**src/rtl/trap_ctrl_pkg.sv**
```systemverilog
// Shared definitions for the trap controller: CSR addresses, sstatus bit positions,
// cause codes and FSM encodings.
package trap_ctrl_pkg;

  localparam logic [11:0] CSR_SSTATUS = 12'h100;
  localparam logic [11:0] CSR_STVEC   = 12'h105;
  localparam logic [11:0] CSR_SEPC    = 12'h141;
  localparam logic [11:0] CSR_SCAUSE  = 12'h142;

  localparam int unsigned SIE_BIT  = 1;
  localparam int unsigned SPIE_BIT = 5;

  localparam logic [7:0] CAUSE_MISALIGN = 8'h00;
  localparam logic [7:0] CAUSE_ILLEGAL  = 8'h02;
  localparam logic [7:0] CAUSE_ECALL    = 8'h08;

  localparam logic [1:0] ST_IDLE   = 2'd0;
  localparam logic [1:0] ST_ENTER  = 2'd1;
  localparam logic [1:0] ST_RETURN = 2'd2;

  function automatic logic [31:0] word_align(input logic [31:0] addr);
    return {addr[31:2], 2'b00};
  endfunction

endpackage

```
**src/rtl/trap_csr_file.sv**
```systemverilog
// Supervisor trap CSRs (sstatus/stvec/sepc/scause): trap/return side effects, masked
// software writes and the combinational read mux. Exports SIE only when TRAP_EXT_IRQ_EN is set.
module trap_csr_file
  import trap_ctrl_pkg::*;
#(
  parameter logic [31:0] STVEC_RST = 32'h0000_0100
) (
  input  logic        clk,
  input  logic        rstn,
  input  logic        trap_take,
  input  logic [31:0] trap_pc,
  input  logic [7:0]  trap_cause,
  input  logic        ret_take,
  input  logic        csr_wr,
  input  logic [11:0] csr_addr,
  input  logic [31:0] csr_wdata,
`ifdef TRAP_EXT_IRQ_EN
  output logic        sie,
`endif
  output logic [31:0] csr_rdata,
  output logic [31:0] sepc,
  output logic [31:0] stvec
);

  logic [31:0] sepc_q, stvec_q;
  logic [7:0]  scause_q;
  logic        sie_q, spie_q;

  // Priority: trap entry, then return, then software write; the caller already
  // guarantees csr_wr is never high together with trap_take or ret_take.
  always_ff @(posedge clk) begin
    if (!rstn) begin
      sepc_q   <= 32'h0;
      stvec_q  <= STVEC_RST;
      scause_q <= 8'h0;
      sie_q    <= 1'b0;
      spie_q   <= 1'b0;
    end else if (trap_take) begin
      sepc_q   <= trap_pc;
      scause_q <= trap_cause;
      spie_q   <= sie_q;
      sie_q    <= 1'b0;
    end else if (ret_take) begin
      sie_q  <= spie_q;
      spie_q <= 1'b1;
    end else if (csr_wr) begin
      case (csr_addr)
        CSR_SSTATUS: begin
          sie_q  <= csr_wdata[SIE_BIT];
          spie_q <= csr_wdata[SPIE_BIT];
        end
        CSR_STVEC:  stvec_q  <= word_align(csr_wdata);
        CSR_SEPC:   sepc_q   <= word_align(csr_wdata);
        CSR_SCAUSE: scause_q <= csr_wdata[7:0];
        default: ;
      endcase
    end
  end

  always_comb begin
    csr_rdata = 32'h0;
    case (csr_addr)
      CSR_SSTATUS: begin
        csr_rdata[SIE_BIT]  = sie_q;
        csr_rdata[SPIE_BIT] = spie_q;
      end
      CSR_STVEC:  csr_rdata = stvec_q;
      CSR_SEPC:   csr_rdata = sepc_q;
      CSR_SCAUSE: csr_rdata = {24'h0, scause_q};
      default:    csr_rdata = 32'h0;
    endcase
  end

  assign sepc  = sepc_q;
  assign stvec = stvec_q;
`ifdef TRAP_EXT_IRQ_EN
  assign sie   = sie_q;
`endif

endmodule

```
**src/rtl/trap_ctrl.sv**
```systemverilog
// Trap controller: IDLE/ENTER/RETURN sequencing, trap/return/CSR-write priority and the
// fetch redirect. Optional external interrupt entry is enabled by defining TRAP_EXT_IRQ_EN.
module trap_ctrl
  import trap_ctrl_pkg::*;
#(
  parameter logic [31:0] STVEC_RST = 32'h0000_0100,
  parameter logic [6:0]  IRQ_CODE  = 7'd9
) (
  input  logic        clk,
  input  logic        rstn,
  input  logic        exc_valid,
  input  logic [7:0]  exc_cause,
  input  logic [31:0] exc_pc,
  input  logic        mret,
`ifdef TRAP_EXT_IRQ_EN
  input  logic        irq,
  input  logic        pc_valid,
`endif
  input  logic        csr_we,
  input  logic [11:0] csr_addr,
  input  logic [31:0] csr_wdata,
  output logic [31:0] csr_rdata,
  output logic        redirect,
  output logic [31:0] redirect_pc,
  output logic        flush,
  output logic        busy
);

  logic [1:0]  state_q, state_d;
  logic        idle;
  logic        irq_take;
  logic        trap_take;
  logic        ret_take;
  logic        csr_wr;
  logic [7:0]  trap_cause;
  logic [31:0] sepc, stvec;

  assign idle = (state_q == ST_IDLE);

`ifdef TRAP_EXT_IRQ_EN
  logic sie;
  // Interrupts yield to both synchronous exceptions and mret in the same cycle.
  assign irq_take = idle & sie & irq & pc_valid & ~exc_valid & ~mret;
`else
  assign irq_take = 1'b0;
`endif

  assign trap_take  = idle & (exc_valid | irq_take);
  assign ret_take   = idle & mret & ~exc_valid;
  assign csr_wr     = idle & csr_we & ~trap_take & ~mret;
  assign trap_cause = irq_take ? {1'b1, IRQ_CODE} : exc_cause;

  trap_csr_file #(
    .STVEC_RST (STVEC_RST)
  ) u_csr (
    .clk        (clk),
    .rstn       (rstn),
    .trap_take  (trap_take),
    .trap_pc    (exc_pc),
    .trap_cause (trap_cause),
    .ret_take   (ret_take),
    .csr_wr     (csr_wr),
    .csr_addr   (csr_addr),
    .csr_wdata  (csr_wdata),
`ifdef TRAP_EXT_IRQ_EN
    .sie        (sie),
`endif
    .csr_rdata  (csr_rdata),
    .sepc       (sepc),
    .stvec      (stvec)
  );

  always_comb begin
    state_d = ST_IDLE;
    case (state_q)
      ST_IDLE: begin
        if (trap_take) begin
          state_d = ST_ENTER;
        end else if (ret_take) begin
          state_d = ST_RETURN;
        end
      end
      default: state_d = ST_IDLE;
    endcase
  end

  always_ff @(posedge clk) begin
    if (!rstn) begin
      state_q <= ST_IDLE;
    end else begin
      state_q <= state_d;
    end
  end

  // Outputs decode registered state only; stvec/sepc cannot change while non-idle.
  assign redirect = ~idle;
  assign flush    = ~idle;
  assign busy     = ~idle;

  always_comb begin
    redirect_pc = 32'h0;
    case (state_q)
      ST_ENTER:  redirect_pc = word_align(stvec);
      ST_RETURN: redirect_pc = sepc;
      default:   redirect_pc = 32'h0;
    endcase
  end

endmodule
```
**config.mk**
```make
export PLATFORM = sky130hd
export DESIGN_NAME = trap_ctrl
export DESIGN_NICKNAME = d
export VERILOG_FILES = /design/src/rtl/trap_ctrl_pkg.sv /design/src/rtl/trap_csr_file.sv /design/src/rtl/trap_ctrl.sv
export SDC_FILE = /design/constraint.sdc
export NUM_CORES = 1
export LEC_CHECK = 0
export ABC_AREA = 1
export BUFFER_PORTS_ARGS = -buffer_cell sky130_fd_sc_hd__buf_2
export CAP_MARGIN = 0
export CORE_UTILIZATION = 53
export CTS_BUF_LIST = sky130_fd_sc_hd__clkbuf_8
export DETAILED_ROUTE_END_ITERATION = 10
export GPL_TIMING_DRIVEN = 0
export PLACE_DENSITY = 0.83
export SLEW_MARGIN = 20
export SYNTH_ARGS = -nofsm -noshare
export SYNTH_HDL_FRONTEND = slang
export SYNTH_SLANG_ARGS = --single-unit
```
**constraint.sdc**
```tcl
create_clock -name clk -period 2.6 [get_ports clk]
set_input_delay 0.78 -clock clk [delete_from_list [all_inputs] [get_ports clk]]
set_output_delay 0.78 -clock clk [all_outputs]
set_load 0.05 [all_outputs]
```
==> impl_metrics.prom, run 1 <==
# TYPE chip_impl_metric gauge
chip_impl_metric{name="postSynthRegisterBits",unit=""} 74
chip_impl_metric{name="cts_max_path_buffers",unit=""} 2
chip_impl_metric{name="post_synth_inst_count",unit=""} 836
chip_impl_metric{name="final-instance-count-excl-fill",unit=""} 1127
chip_impl_metric{name="setup_viol",unit=""} 31
chip_impl_metric{name="core-area",unit="µm²"} 8680
chip_impl_metric{name="relSlewSlack",unit=""} 0.604
chip_impl_info{name="critical_path.startpoint_type",value="input port"} 1
chip_impl_metric{name="clk_latency_worst_skew_pair",unit="ns"} 0.36
chip_impl_metric{name="dp_hpwl",unit="µm"} 10900
chip_impl_info{name="worstSetupPathType",value="input port to output port"} 1
chip_impl_metric{name="final_core_utilization",unit=""} 0.773
chip_impl_metric{name="max_cap_check_violation_count",unit=""} 0
chip_impl_metric{name="worst_ep_arrival_time",unit="ns"} 2.04
chip_impl_metric{name="nFillCells",unit=""} 683
chip_impl_metric{name="initial_antenna_violation_count",unit=""} 0
chip_impl_metric{name="cts-hold-fix-buffers",unit=""} 0
chip_impl_info{name="clock_tree.root_cell",value="clkbuf_8"} 1
chip_impl_metric{name="reg2regPathDepth",unit=""} 10
chip_impl_info{name="setup.worst_path.start",value="csr_addr[11]"} 1
chip_impl_metric{name="timing.final.hold_violations",unit=""} 0
chip_impl_info{name="hold_path_class",value="register to register"} 1
chip_impl_metric{name="final_nets",unit=""} 1106
chip_impl_metric{name="n_antenna_cell",unit=""} 0
chip_impl_metric{name="chipWidth",unit="µm"} 96.5
chip_impl_metric{name="ys_warn_count",unit=""} 0
chip_impl_metric{name="required",unit="ns"} 1.82
chip_impl_info{name="end_of_the_worst_register_to_register_path",value="u_csr.scause_q[3]"} 1
chip_impl_metric{name="grt_usage",unit=""} 0.351
chip_impl_metric{name="detail_route.drc_violations",unit=""} 0
chip_impl_metric{name="finalCritPeriodShare",unit=""} 1.09
chip_impl_metric{name="rows",unit=""} 34
chip_impl_metric{name="first_iteration_detailed_routing_drc_count",unit=""} 369
chip_impl_metric{name="multi_input_comb_area",unit="µm²"} 2970
chip_impl_metric{name="smallest_hold_slack",unit="ns"} 0.493
chip_impl_metric{name="numPortBuffers",unit=""} 154
chip_impl_metric{name="vdd_drop_max",unit="mV"} 0.275
chip_impl_metric{name="clock_tree.htree_level_count",unit=""} 3
chip_impl_metric{name="final.setup.tns",unit="ns"} -4.88
chip_impl_info{name="grt_setup_unrepaired",value="yes"} 1
chip_impl_metric{name="floorplan.die_area",unit="µm²"} 9310
chip_impl_info{name="crit_slowest_cell",value="buf_6"} 1
chip_impl_metric{name="max_stage_delay",unit="ns"} 0.19
chip_impl_metric{name="post_route_cells_drive_above_1_share",unit=""} 0.291
chip_impl_info{name="worstReg2RegStart",value="state_q[1]"} 1
chip_impl_metric{name="detailroute.via_count",unit=""} 5976
chip_impl_metric{name="global_route.overflow_total",unit=""} 0
chip_impl_info{name="worst_path_cell_trace",value="buf_8, inv_12, nand2_4, nor2_4, inv_2, nor2_4, nand3_4, inv_6, buf_8, nand2_1, o21ai_1, buf_6"} 1
chip_impl_metric{name="synth_seq_area_share",unit=""} 0.313
chip_impl_metric{name="crit_buf_inv",unit=""} 6
chip_impl_info{name="setup.worst_path.end_class",value="output port"} 1
chip_impl_metric{name="synth.net_count",unit=""} 928
chip_impl_metric{name="cellPowerDensity",unit="nW/µm²"} 422
chip_impl_metric{name="first_global_vias",unit=""} 5237
chip_impl_metric{name="cts_num_sinks",unit=""} 74
chip_impl_info{name="worst_setup_path_endpoint",value="csr_rdata[29]"} 1
chip_impl_info{name="cp_top_family",value="buffers and inverters"} 1
chip_impl_metric{name="flow.area_growth_from_synthesis",unit="%"} 41.7
chip_impl_metric{name="die_height",unit="µm"} 96.5
chip_impl_metric{name="period_needed",unit="ns"} 2.82
chip_impl_metric{name="slew_violations",unit=""} 0
chip_impl_metric{name="power_leakage",unit="µW"} 0.00351
chip_impl_metric{name="globalplace.congestion",unit=""} 0.896
chip_impl_metric{name="routed_wirelength",unit="µm"} 16500
chip_impl_metric{name="grt_max_degree",unit=""} 13
chip_impl_metric{name="dr.pass1.iters",unit=""} 5
chip_impl_metric{name="initial_standard_cell_utilization_of_the_core",unit=""} 0.545
chip_impl_metric{name="reg2reg_slack",unit="ns"} 0.38
chip_impl_metric{name="max_clock_freq",unit="MHz"} 354
chip_impl_info{name="run_status",value="finished with violations"} 1
chip_impl_metric{name="setup_ws",unit="ns"} -0.225
chip_impl_metric{name="wire_length_of_the_first_global_routing_pass",unit="µm"} 24600
chip_impl_info{name="hold_start",value="u_csr.stvec[8]"} 1
chip_impl_metric{name="crit_cells",unit=""} 12
chip_impl_metric{name="register_area",unit="µm²"} 1480
chip_impl_metric{name="io_pins",unit=""} 156
chip_impl_metric{name="worst-path-max-fanout",unit=""} 5
chip_impl_metric{name="syn-mean-instance-area",unit="µm²"} 5.66
chip_impl_metric{name="inserted_clock_buffers",unit=""} 9
chip_impl_metric{name="detail_route.vias_per_cell",unit=""} 5.30
chip_impl_metric{name="tightest_slew",unit="ns"} 0.594
chip_impl_info{name="cts_tree",value="done"} 1
chip_impl_metric{name="mappedNetlistArea",unit="µm²"} 4730
chip_impl_info{name="violations",value="negative setup slack"} 1
chip_impl_metric{name="detail_route.wl_per_cell",unit="µm"} 14.7
chip_impl_metric{name="synth_cell_type_count",unit=""} 24
chip_impl_metric{name="ant_nets",unit=""} 0
chip_impl_metric{name="final.setup_skew",unit="ns"} 0.0109
chip_impl_metric{name="clk_pin_slew_worst_paths",unit="ns"} 0.08
chip_impl_metric{name="placedCellCount",unit=""} 1098
## cell families (layout without fill, tap and decap cells)
group | Yosys count | in the layout | synth area share
simple gates | 513 | 513 | 0.443
buf+inv | 146 | 329 | 0.128
compound gates | 100 | 100 | 0.108
flops | 74 | 74 | 0.313
fa+ha+maj | 3 | 3 | 0.00793
## metal layers
| metal | GRT usage | part of all wire | up-vias |
|---|---|---|---|
| li1 | - | - | 2926 |
| met1 | 0.456 | 0.42 | 2687 |
| met2 | 0.569 | 0.47 | 316 |
| met3 | 0.0501 | 0.078 | 47 |
| met4 | 0.172 | 0.036 | 0 |
| met5 | 0 | 0 | - |
## state kept, by name, indices dropped and copies added, names as in the netlist
name,cells
u_csr.sepc,32
u_csr.scause_q,8
u_csr.spie_q,1
state_q,2
u_csr.sie_q,1
u_csr.stvec,30
## cell usage in the layout (no fill, tap or decap), drive strengths merged
cell type  Yosys  final
clkinv         0      2
nor2         115    115
nand3         54     54
clkbuf        23     40
a21oi         71     71
ha             3      3
o211ai         2      2
inv           95     96
nand2        332    332
bufinv         0      2
nand4         10     10
nor3           1      1
dfxtp         74     74
o21ai         27     27
buf           28    188
nand3b         1      1
clkinvlp       0      1
## tightest hold or removal path, stage by stage, from the launching register on
cell	delay, ns
dfxtp_1	0.33
nand2_1	0.06
nand3_1	0.05
## power by group
part | switching [µW] | internal, µW
clock | 447 | 560
combinational | 388 | 202
sequential | 45.9 | 1190
total | 881 | 1950
## layout make-up
| class | count | share of cell area |
|---|---|---|
| plain buffers | 51 | 0.0481 |
| clock buffers | 10 | 0.0205 |
| clock inverters | 6 | 0.0121 |
| inverters | 95 | 0.0569 |
| multi-input cells | 616 | 0.442 |
| flip-flops and latches | 74 | 0.221 |
| well taps | 108 | 0.0202 |
| repair buffers | 167 | 0.179 |
## cells in the mapped netlist
cell type / number / area (µm²)
nand3_2: 2 / 20.0
nand4_1: 10 / 62.6
buf_1: 4 / 15.0
inv_2: 2 / 7.51
clkbuf_1: 23 / 86.3
nand2_1: 330 / 1240
nand3_1: 52 / 260
nand2_2: 2 / 12.5
o21ai_0: 16 / 80.1
nor2_1: 102 / 383
nor2_4: 3 / 33.8
dfxtp_1: 74 / 1480
buf_4: 7 / 52.6
nand3b_1: 1 / 7.51
o211ai_1: 2 / 15.0
a21oi_1: 71 / 355
o21ai_2: 1 / 8.76
nor2_2: 10 / 62.6
o21ai_1: 10 / 50.1
ha_1: 3 / 37.5
buf_6: 2 / 22.5
nor3_4: 1 / 16.3
inv_1: 93 / 349
buf_2: 15 / 75.1
## repair_timing
item | CTS | global route
gates cloned | 3 | 0
setup endpoints to repair | 64 | 62
resized for setup | 128 | 80
pin swaps | 11 | 9
buffers inserted | 10 | 0
## worst min-delay path by stage
| stage | end | depth (start not counted) |
|---|---|---|
| 6_report | u_csr.stvec[8] | 2 |
| 5_1_grt | u_csr.scause_q[2] | 2 |
| 4_1_cts | u_csr.scause_q[2] | 2 |
| 3_5_place_dp | u_csr.scause_q[2] | 2 |
| 3_3_place_gp | u_csr.scause_q[2] | 2 |
| 2_1_floorplan | u_csr.stvec[8] | 2 |
## metrics by stage
| stage | setup WS, ns | cell area, µm² | total power (µW) |
|---|---|---|---|
| floorplan | -0.447 | 4850 | 1590 |
| global placement | -0.612 | 5760 | 1780 |
| detailed placement | -0.612 | 5760 | 1790 |
| CTS | -0.183 | 6490 | 2790 |
| global route | -0.267 | 6710 | 2940 |
| finish | -0.225 | 6710 | 2830 |
Power figures use the tool's default switching activity.
==> run 2: changes to the inputs <==
--- a/config.mk
+++ b/config.mk
@@ -13,6 +13,7 @@
 export DETAILED_ROUTE_END_ITERATION = 10
 export GPL_TIMING_DRIVEN = 0
 export PLACE_DENSITY = 0.83
+export SETUP_SLACK_MARGIN = 0.4
 export SLEW_MARGIN = 20
 export SYNTH_ARGS = -nofsm -noshare
 export SYNTH_HDL_FRONTEND = slang
==> constraint.sdc (replaced) <==
create_clock -name clk -period 2.8 [get_ports clk]
set_input_delay 0.84 -clock clk [delete_from_list [all_inputs] [get_ports clk]]
set_output_delay 0.84 -clock clk [all_outputs]
set_load 0.05 [all_outputs]
==> impl_metrics.prom, run 2 <==
# TYPE chip_impl_metric gauge
chip_impl_metric{name="clock_tree.htree_level_count",unit=""} 3
chip_impl_info{name="post-synth-top-area-cell",value="dfxtp_1"} 1
chip_impl_metric{name="synth.top_cell.area_share",unit=""} 0.313
chip_impl_info{name="worst_endpoint_kind",value="primary output"} 1
chip_impl_metric{name="globalplace.congestion",unit=""} 0.906
chip_impl_metric{name="grt_usage",unit=""} 0.792
chip_impl_metric{name="synth_edf_count",unit=""} 0
chip_impl_metric{name="chipWidth",unit="µm"} 96.5
chip_impl_metric{name="synth_cell_type_count",unit=""} 24
chip_impl_metric{name="cts_max_path_buffers",unit=""} 2
chip_impl_info{name="tool.error",value="[ERROR GRT-0232] Routing congestion too high. Check the congestion heatmap in the GUI."} 1
chip_impl_metric{name="synth_seq_area_share",unit=""} 0.313
chip_impl_metric{name="io_pins",unit=""} 156
chip_impl_metric{name="postSynthRegisterBits",unit=""} 74
chip_impl_metric{name="numPortBuffers",unit=""} 154
chip_impl_metric{name="ys_async_sr_fraction",unit=""} 0
chip_impl_metric{name="pre_cts_ws",unit="ns"} -0.477
chip_impl_info{name="synthTopCellsByArea",value="dfxtp_1 (31%), nand2_1 (26%), nor2_1 (8.1%)"} 1
chip_impl_metric{name="dp_hpwl",unit="µm"} 11200
chip_impl_info{name="clock_tree.root_cell",value="clkbuf_8"} 1
chip_impl_metric{name="ys_warn_count",unit=""} 0
chip_impl_info{name="worstEndpointGrtRepair",value="csr_rdata[6]"} 1
chip_impl_info{name="postSynth.topFlopCell",value="dfxtp_1"} 1
chip_impl_metric{name="grt_max_degree",unit=""} 13
chip_impl_metric{name="post_synth_inst_count",unit=""} 836
chip_impl_info{name="synth.top_cells.by_count",value="nand2_1 (330), nor2_1 (102), inv_1 (93), dfxtp_1 (74), a21oi_1 (71)"} 1
chip_impl_metric{name="cts_num_sinks",unit=""} 74
chip_impl_info{name="haltStage",value="5_1_grt"} 1
chip_impl_metric{name="initial_standard_cell_utilization_of_the_core",unit=""} 0.545
chip_impl_metric{name="synth.net_count",unit=""} 928
chip_impl_metric{name="syn-mean-instance-area",unit="µm²"} 5.66
chip_impl_metric{name="global_route.overflow_total",unit=""} 8
chip_impl_info{name="run_status",value="aborted with a tool error"} 1
chip_impl_metric{name="die_height",unit="µm"} 96.5
chip_impl_metric{name="mappedNetlistArea",unit="µm²"} 4730
chip_impl_info{name="synth.most_common_cell",value="nand2_1"} 1
chip_impl_metric{name="rows",unit=""} 34
chip_impl_metric{name="inserted_clock_buffers",unit=""} 9
-- run 2: cell counts after synthesis --
No cell type changed its count.
-- run 2: through the flow --
step / hold WS (ns) / cells / setup TNS (ns) / instance area, µm² / utilization
after detailed placement: 0.473 / 1098 / -10.69 / 5980 / 0.689
after CTS: 0.490 / 1140 / -1.80 / 7670 / 0.884
after floorplan: 0.451 / 836 / -5.09 / 5070 / -
after global placement: 0.469 / 1098 / -10.47 / 5980 / 0.689
-- run 2: what timing repair did --
item	4_1_cts
setup endpoints to repair	64
gates resized for setup	304
buffers inserted	14
gates cloned	13
hold buffers	0
pin swaps	60
-- run 2: logic make-up after synthesis --
group / synth area share
adder cells (fa/ha/maj): 0.00793
AND/OR/NAND/NOR: 0.443
buffers and inverters: 0.128
flip-flops: 0.313
AO/OA/AOI/OAI: 0.108
-- run 2: layer usage --
metal / overflow / GRT usage
met5: 0 / 0.375
met4: 4 / 0.754
met3: 0 / 0.672
met2: 4 / 0.921
met1: 0 / 0.809
==> run 3: changes to the inputs <==
--- a/config.mk
+++ b/config.mk
@@ -8,12 +8,10 @@
 export ABC_AREA = 1
 export BUFFER_PORTS_ARGS = -buffer_cell sky130_fd_sc_hd__buf_2
 export CAP_MARGIN = 0
-export CORE_UTILIZATION = 53
-export CTS_BUF_LIST = sky130_fd_sc_hd__clkbuf_8
+export CORE_UTILIZATION = 40
 export DETAILED_ROUTE_END_ITERATION = 10
 export GPL_TIMING_DRIVEN = 0
-export PLACE_DENSITY = 0.83
-export SETUP_SLACK_MARGIN = 0.4
+export PLACE_DENSITY_LB_ADDON = 0.15
 export SLEW_MARGIN = 20
 export SYNTH_ARGS = -nofsm -noshare
 export SYNTH_HDL_FRONTEND = slang
==> impl_metrics.prom, run 3 (synthesis gave the netlist of run 1 again) <==
# TYPE chip_impl_metric gauge
chip_impl_metric{name="cts_max_path_buffers",unit=""} 2
chip_impl_metric{name="timing.final.hold_violations",unit=""} 0
chip_impl_metric{name="worst-path-max-fanout",unit=""} 7
chip_impl_metric{name="detail_route.vias_per_cell",unit=""} 4.94
chip_impl_metric{name="final.setup_skew",unit="ns"} 0.00616
chip_impl_info{name="cts_tree",value="done"} 1
chip_impl_metric{name="floorplan.die_area",unit="µm²"} 12300
chip_impl_metric{name="initial_standard_cell_utilization_of_the_core",unit=""} 0.413
chip_impl_metric{name="routed_wirelength",unit="µm"} 16600
chip_impl_metric{name="worst_ep_arrival_time",unit="ns"} 2.12
chip_impl_metric{name="share_seq_of_total_power",unit=""} 0.374
chip_impl_info{name="run_status",value="finished with violations"} 1
chip_impl_metric{name="gr-usage-met3",unit=""} 0.0558
chip_impl_info{name="clock_tree.root_cell",value="clkbuf_16"} 1
chip_impl_metric{name="grt_max_degree",unit=""} 13
chip_impl_metric{name="first_iteration_detailed_routing_drc_count",unit=""} 395
chip_impl_info{name="critical_path.startpoint_type",value="input port"} 1
chip_impl_metric{name="relSlewSlack",unit=""} 0.616
chip_impl_metric{name="cts_num_sinks",unit=""} 74
chip_impl_info{name="violations",value="negative setup slack"} 1
chip_impl_metric{name="cellPowerDensity",unit="nW/µm²"} 447
chip_impl_metric{name="ant_nets",unit=""} 0
chip_impl_metric{name="reg2reg_slack",unit="ns"} 0.63
chip_impl_metric{name="io_pins",unit=""} 156
chip_impl_metric{name="detailroute.via_count",unit=""} 5751
chip_impl_metric{name="flow.area_growth_from_synthesis",unit="%"} 44.4
chip_impl_metric{name="total_power",unit="µW"} 3050
chip_impl_metric{name="first_global_vias",unit=""} 5293
chip_impl_metric{name="final-instance-count-excl-fill",unit=""} 1164
chip_impl_metric{name="pre_cts_ws",unit="ns"} -0.632
chip_impl_metric{name="initial_antenna_violation_count",unit=""} 0
chip_impl_info{name="hold_path_class",value="register to register"} 1
chip_impl_metric{name="rows",unit=""} 39
chip_impl_metric{name="dr.pass1.iters",unit=""} 5
chip_impl_metric{name="die_height",unit="µm"} 111
chip_impl_metric{name="wire_length_of_the_first_global_routing_pass",unit="µm"} 26600
chip_impl_metric{name="globalplace.congestion",unit=""} 0.855
chip_impl_metric{name="placedCellCount",unit=""} 1133
chip_impl_metric{name="detail_route.drc_violations",unit=""} 0
chip_impl_metric{name="slew_violations",unit=""} 0
chip_impl_info{name="layout_commonest_cell",value="nand2_1"} 1
chip_impl_metric{name="dp_hpwl",unit="µm"} 11400
chip_impl_metric{name="max_clock_freq",unit="MHz"} 338
chip_impl_metric{name="finalInstanceArea",unit="µm²"} 6840
chip_impl_metric{name="inserted_clock_buffers",unit=""} 9
chip_impl_metric{name="required",unit="ns"} 1.96
chip_impl_metric{name="final_nets",unit=""} 1108
chip_impl_metric{name="clock_tree.htree_level_count",unit=""} 3
chip_impl_metric{name="clk_latency_worst_skew_pair",unit="ns"} 0.34
chip_impl_metric{name="globalRouteMet2Util",unit=""} 0.448
chip_impl_metric{name="clk_pin_slew_worst_paths",unit="ns"} 0.05
chip_impl_metric{name="largest_register_ff_count",unit=""} 32
chip_impl_metric{name="grt_usage",unit=""} 0.273
chip_impl_metric{name="internal-power",unit="µW"} 2200
chip_impl_metric{name="dpl-instance-area",unit="µm²"} 5740
chip_impl_metric{name="period_needed",unit="ns"} 2.96
chip_impl_info{name="grt_setup_unrepaired",value="yes"} 1
chip_impl_metric{name="power.share.combinational",unit=""} 0.176
chip_impl_info{name="mostFrequentLayoutCells",value="nand2_1 (309), buf_2 (133), nor2_1 (98)"} 1
chip_impl_metric{name="power.switching",unit="µW"} 851
chip_impl_metric{name="p_sw_frac",unit=""} 0.279
chip_impl_metric{name="n_antenna_cell",unit=""} 0
chip_impl_metric{name="cts-hold-fix-buffers",unit=""} 0
chip_impl_metric{name="numPortBuffers",unit=""} 154
chip_impl_metric{name="setup_viol",unit=""} 27
chip_impl_metric{name="post_route_cells_drive_above_1_share",unit=""} 0.297
chip_impl_metric{name="detail_route.wl_per_cell",unit="µm"} 14.3
chip_impl_info{name="setup.worst_path.end_class",value="output port"} 1
chip_impl_metric{name="max_cap_check_violation_count",unit=""} 0
chip_impl_metric{name="clock_power_share",unit=""} 0.450
chip_impl_info{name="worstSetupPathType",value="input port to output port"} 1
chip_impl_metric{name="tightest_slew",unit="ns"} 0.576
chip_impl_metric{name="finalCritPeriodShare",unit=""} 1.06
chip_impl_metric{name="groute.layer.met1.usage",unit=""} 0.363
chip_impl_info{name="global_route.peak_usage_layer",value="met2"} 1
chip_impl_metric{name="vdd_drop_max",unit="mV"} 0.384
chip_impl_metric{name="core-area",unit="µm²"} 11500
chip_impl_metric{name="setup_ws",unit="ns"} -0.160
chip_impl_metric{name="global_route.overflow_total",unit=""} 0
chip_impl_metric{name="final.setup.tns",unit="ns"} -1.70
chip_impl_metric{name="chipWidth",unit="µm"} 111
chip_impl_metric{name="power_leakage",unit="µW"} 0.00362
## run 3: power groups by stage
stage / clock (µW) / combinational, µW / sequential (µW)
floorplan: 0 / 329 / 1150
global placement: 0 / 511 / 1160
detailed placement: 0 / 512 / 1160
CTS: 1380 / 528 / 1140
global route: 1440 / 599 / 1150
finish: 1370 / 538 / 1140
## run 3: cell type report
cell class | instances | area, µm²
plain buffers | 51 | 328
clock buffers | 11 | 253
clock inverters | 5 | 100
fillers | 1194 | 4630
inverters | 95 | 379
multi-input cells | 616 | 2950
flip-flops and latches | 74 | 1480
well taps | 143 | 179
repair buffers | 169 | 1160
## run 3: final timing paths
kind | start | cells after the start | endpoint
worst max-delay path | csr_addr[5] | 8 | csr_rdata[6]
worst min-delay path | u_csr.scause_q[0] | 2 | u_csr.scause_q[0]
worst max register to register | state_q[0] | 10 | u_csr.scause_q[3]
worst min register to register | u_csr.scause_q[0] | 2 | u_csr.scause_q[0]
## run 3: what timing repair did
action / in CTS / in global routing
pin swaps: 12 / 5
setup buffers: 12 / 1
endpoints found under the setup margin: 61 / 53
resized for setup: 119 / 58
cloned: 3 / 0
## run 3: per-stage QoR
stage / utilization / hold slack [ns]
5_1_grt: 0.596 / 0.522
3_5_place_dp: 0.501 / 0.468
2_1_floorplan: - / 0.451
6_report: 0.596 / 0.482
3_3_place_gp: 0.501 / 0.459
4_1_cts: 0.580 / 0.483
## run 3: metal layers
layer	wire [µm]	up-vias
li1	-	2926
met1	7630	2572
met2	7530	227
met3	1160	26
met4	282	0
met5	0	-
## run 3: critical path: stages
cell and delay [ns]:
buf_2 0.13, nor2_4 0.12, nand2_2 0.09, nor2_4 0.17
nand2_4 0.14, clkbuf_16 0.20, o211ai_1 0.18, buf_4 0.23
==> run 4: changes to the inputs <==
--- a/config.mk
+++ b/config.mk
@@ -6,13 +6,13 @@
 export NUM_CORES = 1
 export LEC_CHECK = 0
 export ABC_AREA = 1
-export BUFFER_PORTS_ARGS = -buffer_cell sky130_fd_sc_hd__buf_2
+export BUFFER_PORTS_ARGS = -buffer_cell sky130_fd_sc_hd__clkbuf_2
 export CAP_MARGIN = 0
 export CORE_UTILIZATION = 40
 export DETAILED_ROUTE_END_ITERATION = 10
 export GPL_TIMING_DRIVEN = 0
 export PLACE_DENSITY_LB_ADDON = 0.15
-export SLEW_MARGIN = 20
+export REMOVE_ABC_BUFFERS = 1
 export SYNTH_ARGS = -nofsm -noshare
 export SYNTH_HDL_FRONTEND = slang
 export SYNTH_SLANG_ARGS = --single-unit
==> impl_metrics.prom, run 4 (synthesis gave the netlist of run 1 again) <==
# TYPE chip_impl_metric gauge
chip_impl_metric{name="required",unit="ns"} 1.96
chip_impl_metric{name="max_cap_check_violation_count",unit=""} 0
chip_impl_metric{name="initial_standard_cell_utilization_of_the_core",unit=""} 0.413
chip_impl_metric{name="cts-hold-fix-buffers",unit=""} 0
chip_impl_metric{name="io_pins",unit=""} 156
chip_impl_metric{name="global_route.overflow_total",unit=""} 0
chip_impl_metric{name="first_iteration_detailed_routing_drc_count",unit=""} 343
chip_impl_metric{name="dr.pass1.iters",unit=""} 5
chip_impl_metric{name="die_height",unit="µm"} 111
chip_impl_metric{name="total_power",unit="µW"} 2870
chip_impl_metric{name="chipWidth",unit="µm"} 111
chip_impl_metric{name="timing.final.hold_violations",unit=""} 0
chip_impl_metric{name="pre_cts_ws",unit="ns"} -0.638
chip_impl_info{name="grt_setup_unrepaired",value="yes"} 1
chip_impl_metric{name="ant_nets",unit=""} 0
chip_impl_metric{name="first_global_vias",unit=""} 4991
chip_impl_metric{name="nFillCells",unit=""} 1158
chip_impl_metric{name="detail_route.drc_violations",unit=""} 0
chip_impl_metric{name="slew_violations",unit=""} 0
chip_impl_info{name="global_route.peak_usage_layer",value="met2"} 1
chip_impl_metric{name="cts_num_sinks",unit=""} 74
chip_impl_metric{name="finalInstanceArea",unit="µm²"} 6770
chip_impl_metric{name="vdd_drop_max",unit="mV"} 0.314
chip_impl_metric{name="largest_register_ff_count",unit=""} 32
chip_impl_info{name="mostFrequentLayoutCells",value="nand2_1 (310), nor2_1 (99), clkbuf_2 (90)"} 1
chip_impl_metric{name="globalplace.congestion",unit=""} 0.775
chip_impl_metric{name="core-area",unit="µm²"} 11500
chip_impl_info{name="violations",value="negative setup slack"} 1
chip_impl_info{name="hold_path_class",value="register to register"} 1
chip_impl_info{name="cts_tree",value="done"} 1
chip_impl_metric{name="final.setup.tns",unit="ns"} -0.674
chip_impl_metric{name="globalRouteMet2Util",unit=""} 0.422
chip_impl_metric{name="final_nets",unit=""} 1067
chip_impl_metric{name="max_clock_freq",unit="MHz"} 346
chip_impl_metric{name="smallest_hold_slack",unit="ns"} 0.487
chip_impl_info{name="run_status",value="finished with violations"} 1
chip_impl_metric{name="dp_hpwl",unit="µm"} 8680
chip_impl_metric{name="relSlewSlack",unit=""} 0.345
chip_impl_metric{name="period_needed",unit="ns"} 2.89
chip_impl_metric{name="setup_ws",unit="ns"} -0.0911
chip_impl_metric{name="floorplan.die_area",unit="µm²"} 12300
chip_impl_metric{name="clock_tree.htree_level_count",unit=""} 3
chip_impl_metric{name="tightest_slew",unit="ns"} 0.980
chip_impl_info{name="worstSetupPathType",value="input port to output port"} 1
chip_impl_info{name="critical_path.startpoint_type",value="input port"} 1
chip_impl_metric{name="dpl-instance-area",unit="µm²"} 5530
chip_impl_metric{name="gr-usage-met3",unit=""} 0.0536
chip_impl_metric{name="worst-path-max-fanout",unit=""} 7
chip_impl_metric{name="clk_latency_worst_skew_pair",unit="ns"} 0.33
chip_impl_metric{name="detail_route.vias_per_cell",unit=""} 4.90
chip_impl_metric{name="final.setup_skew",unit="ns"} 0.00890
chip_impl_metric{name="initial_antenna_violation_count",unit=""} 0
chip_impl_metric{name="post_route_cells_drive_above_1_share",unit=""} 0.278
chip_impl_info{name="layout_commonest_cell",value="nand2_1"} 1
chip_impl_metric{name="cts_max_path_buffers",unit=""} 2
chip_impl_metric{name="finalCritPeriodShare",unit=""} 1.03
chip_impl_metric{name="grt_max_degree",unit=""} 73
chip_impl_metric{name="cellPowerDensity",unit="nW/µm²"} 423
chip_impl_metric{name="inserted_clock_buffers",unit=""} 9
chip_impl_metric{name="reg2reg_slack",unit="ns"} 0.21
chip_impl_metric{name="grt_usage",unit=""} 0.254
chip_impl_metric{name="n_antenna_cell",unit=""} 0
chip_impl_metric{name="setup_viol",unit=""} 21
chip_impl_metric{name="detail_route.wl_per_cell",unit="µm"} 14.2
chip_impl_metric{name="flow.area_growth_from_synthesis",unit="%"} 43.0
chip_impl_info{name="setup.worst_path.end_class",value="output port"} 1
chip_impl_metric{name="groute.layer.met1.usage",unit=""} 0.335
chip_impl_metric{name="power_leakage",unit="µW"} 0.00343
chip_impl_metric{name="clk_pin_slew_worst_paths",unit="ns"} 0.06
chip_impl_info{name="clock_tree.root_cell",value="clkbuf_16"} 1
chip_impl_metric{name="detailroute.via_count",unit=""} 5499
chip_impl_metric{name="wire_length_of_the_first_global_routing_pass",unit="µm"} 25100
chip_impl_metric{name="rows",unit=""} 39
chip_impl_metric{name="routed_wirelength",unit="µm"} 16000
chip_impl_metric{name="numPortBuffers",unit=""} 155
chip_impl_metric{name="worst_ep_arrival_time",unit="ns"} 2.05
-- run 4: cell count changes in the layout (fill, tap and decap cells not counted), moves of 6 or more --
cell and change:
buf_2 -124, clkbuf_2 +84, buf_6 -32, buf_8 +14
clkbuf_4 +14, clkbuf_1 -12, clkbuf_8 +11, o21ai_1 +10
o21ai_4 -9, buf_12 +7, clkinvlp_4 +6
-- run 4: power by group --
part	switching (µW)	internal, µW	total, µW
Sequential	36.3	1100	1140
Clock	453	734	1190
Combinational	344	195	539
-- run 4: repair_timing --
action / 4_1_cts / 5_1_grt
buffers inserted: 12 / 3
endpoints found under the hold margin: 0 / 0
gates cloned: 5 / 0
resized for setup: 121 / 118
endpoints found under the setup margin: 62 / 84
pin swaps: 11 / 13
-- run 4: final timing paths --
path | from | to | cells after the start
worst min-delay path | u_csr.scause_q[5] | u_csr.scause_q[5] | 2
worst min register to register | u_csr.scause_q[5] | u_csr.scause_q[5] | 2
worst max register to register | state_q[0] | u_csr.sepc[31] | 8
worst max-delay path | csr_addr[9] | csr_rdata[6] | 10
-- run 4: worst max-delay path, cell delays in order --
cell      delay, ns
buf_6          0.09
inv_2          0.04
nand2_2        0.05
nor2_4         0.12
inv_2          0.07
nor2_4         0.13
buf_12         0.15
nand2_8        0.11
o211ai_1       0.22
clkbuf_8       0.22
-- run 4: stage by stage --
| stage | utilization | cells |
|---|---|---|
| after floorplan | - | 785 |
| after global placement | 0.474 | 1083 |
| after detailed placement | 0.482 | 1087 |
| after CTS | 0.567 | 1119 |
| after global routing | 0.590 | 1122 |
| final | 0.590 | 1122 |
-- run 4: layout make-up --
class	count	area [µm²]	area share
clock inverters	4	51.3	0.00758
repair inverters	2	15.0	0.00222
flip-flops and latches	74	1480	0.219
repair buffers	175	1450	0.215
well taps	143	179	0.0264
clock buffers	11	253	0.0373
inverters	95	385	0.0569
multi-input cells	618	2950	0.436
-- run 4: per-layer routing --
metal / vias to the layer above / share of wire
met2: 168 / 0.46
met1: 2464 / 0.46
met3: 19 / 0.063
met5: - / 0
li1: 2848 / -
met4: 0 / 0.016
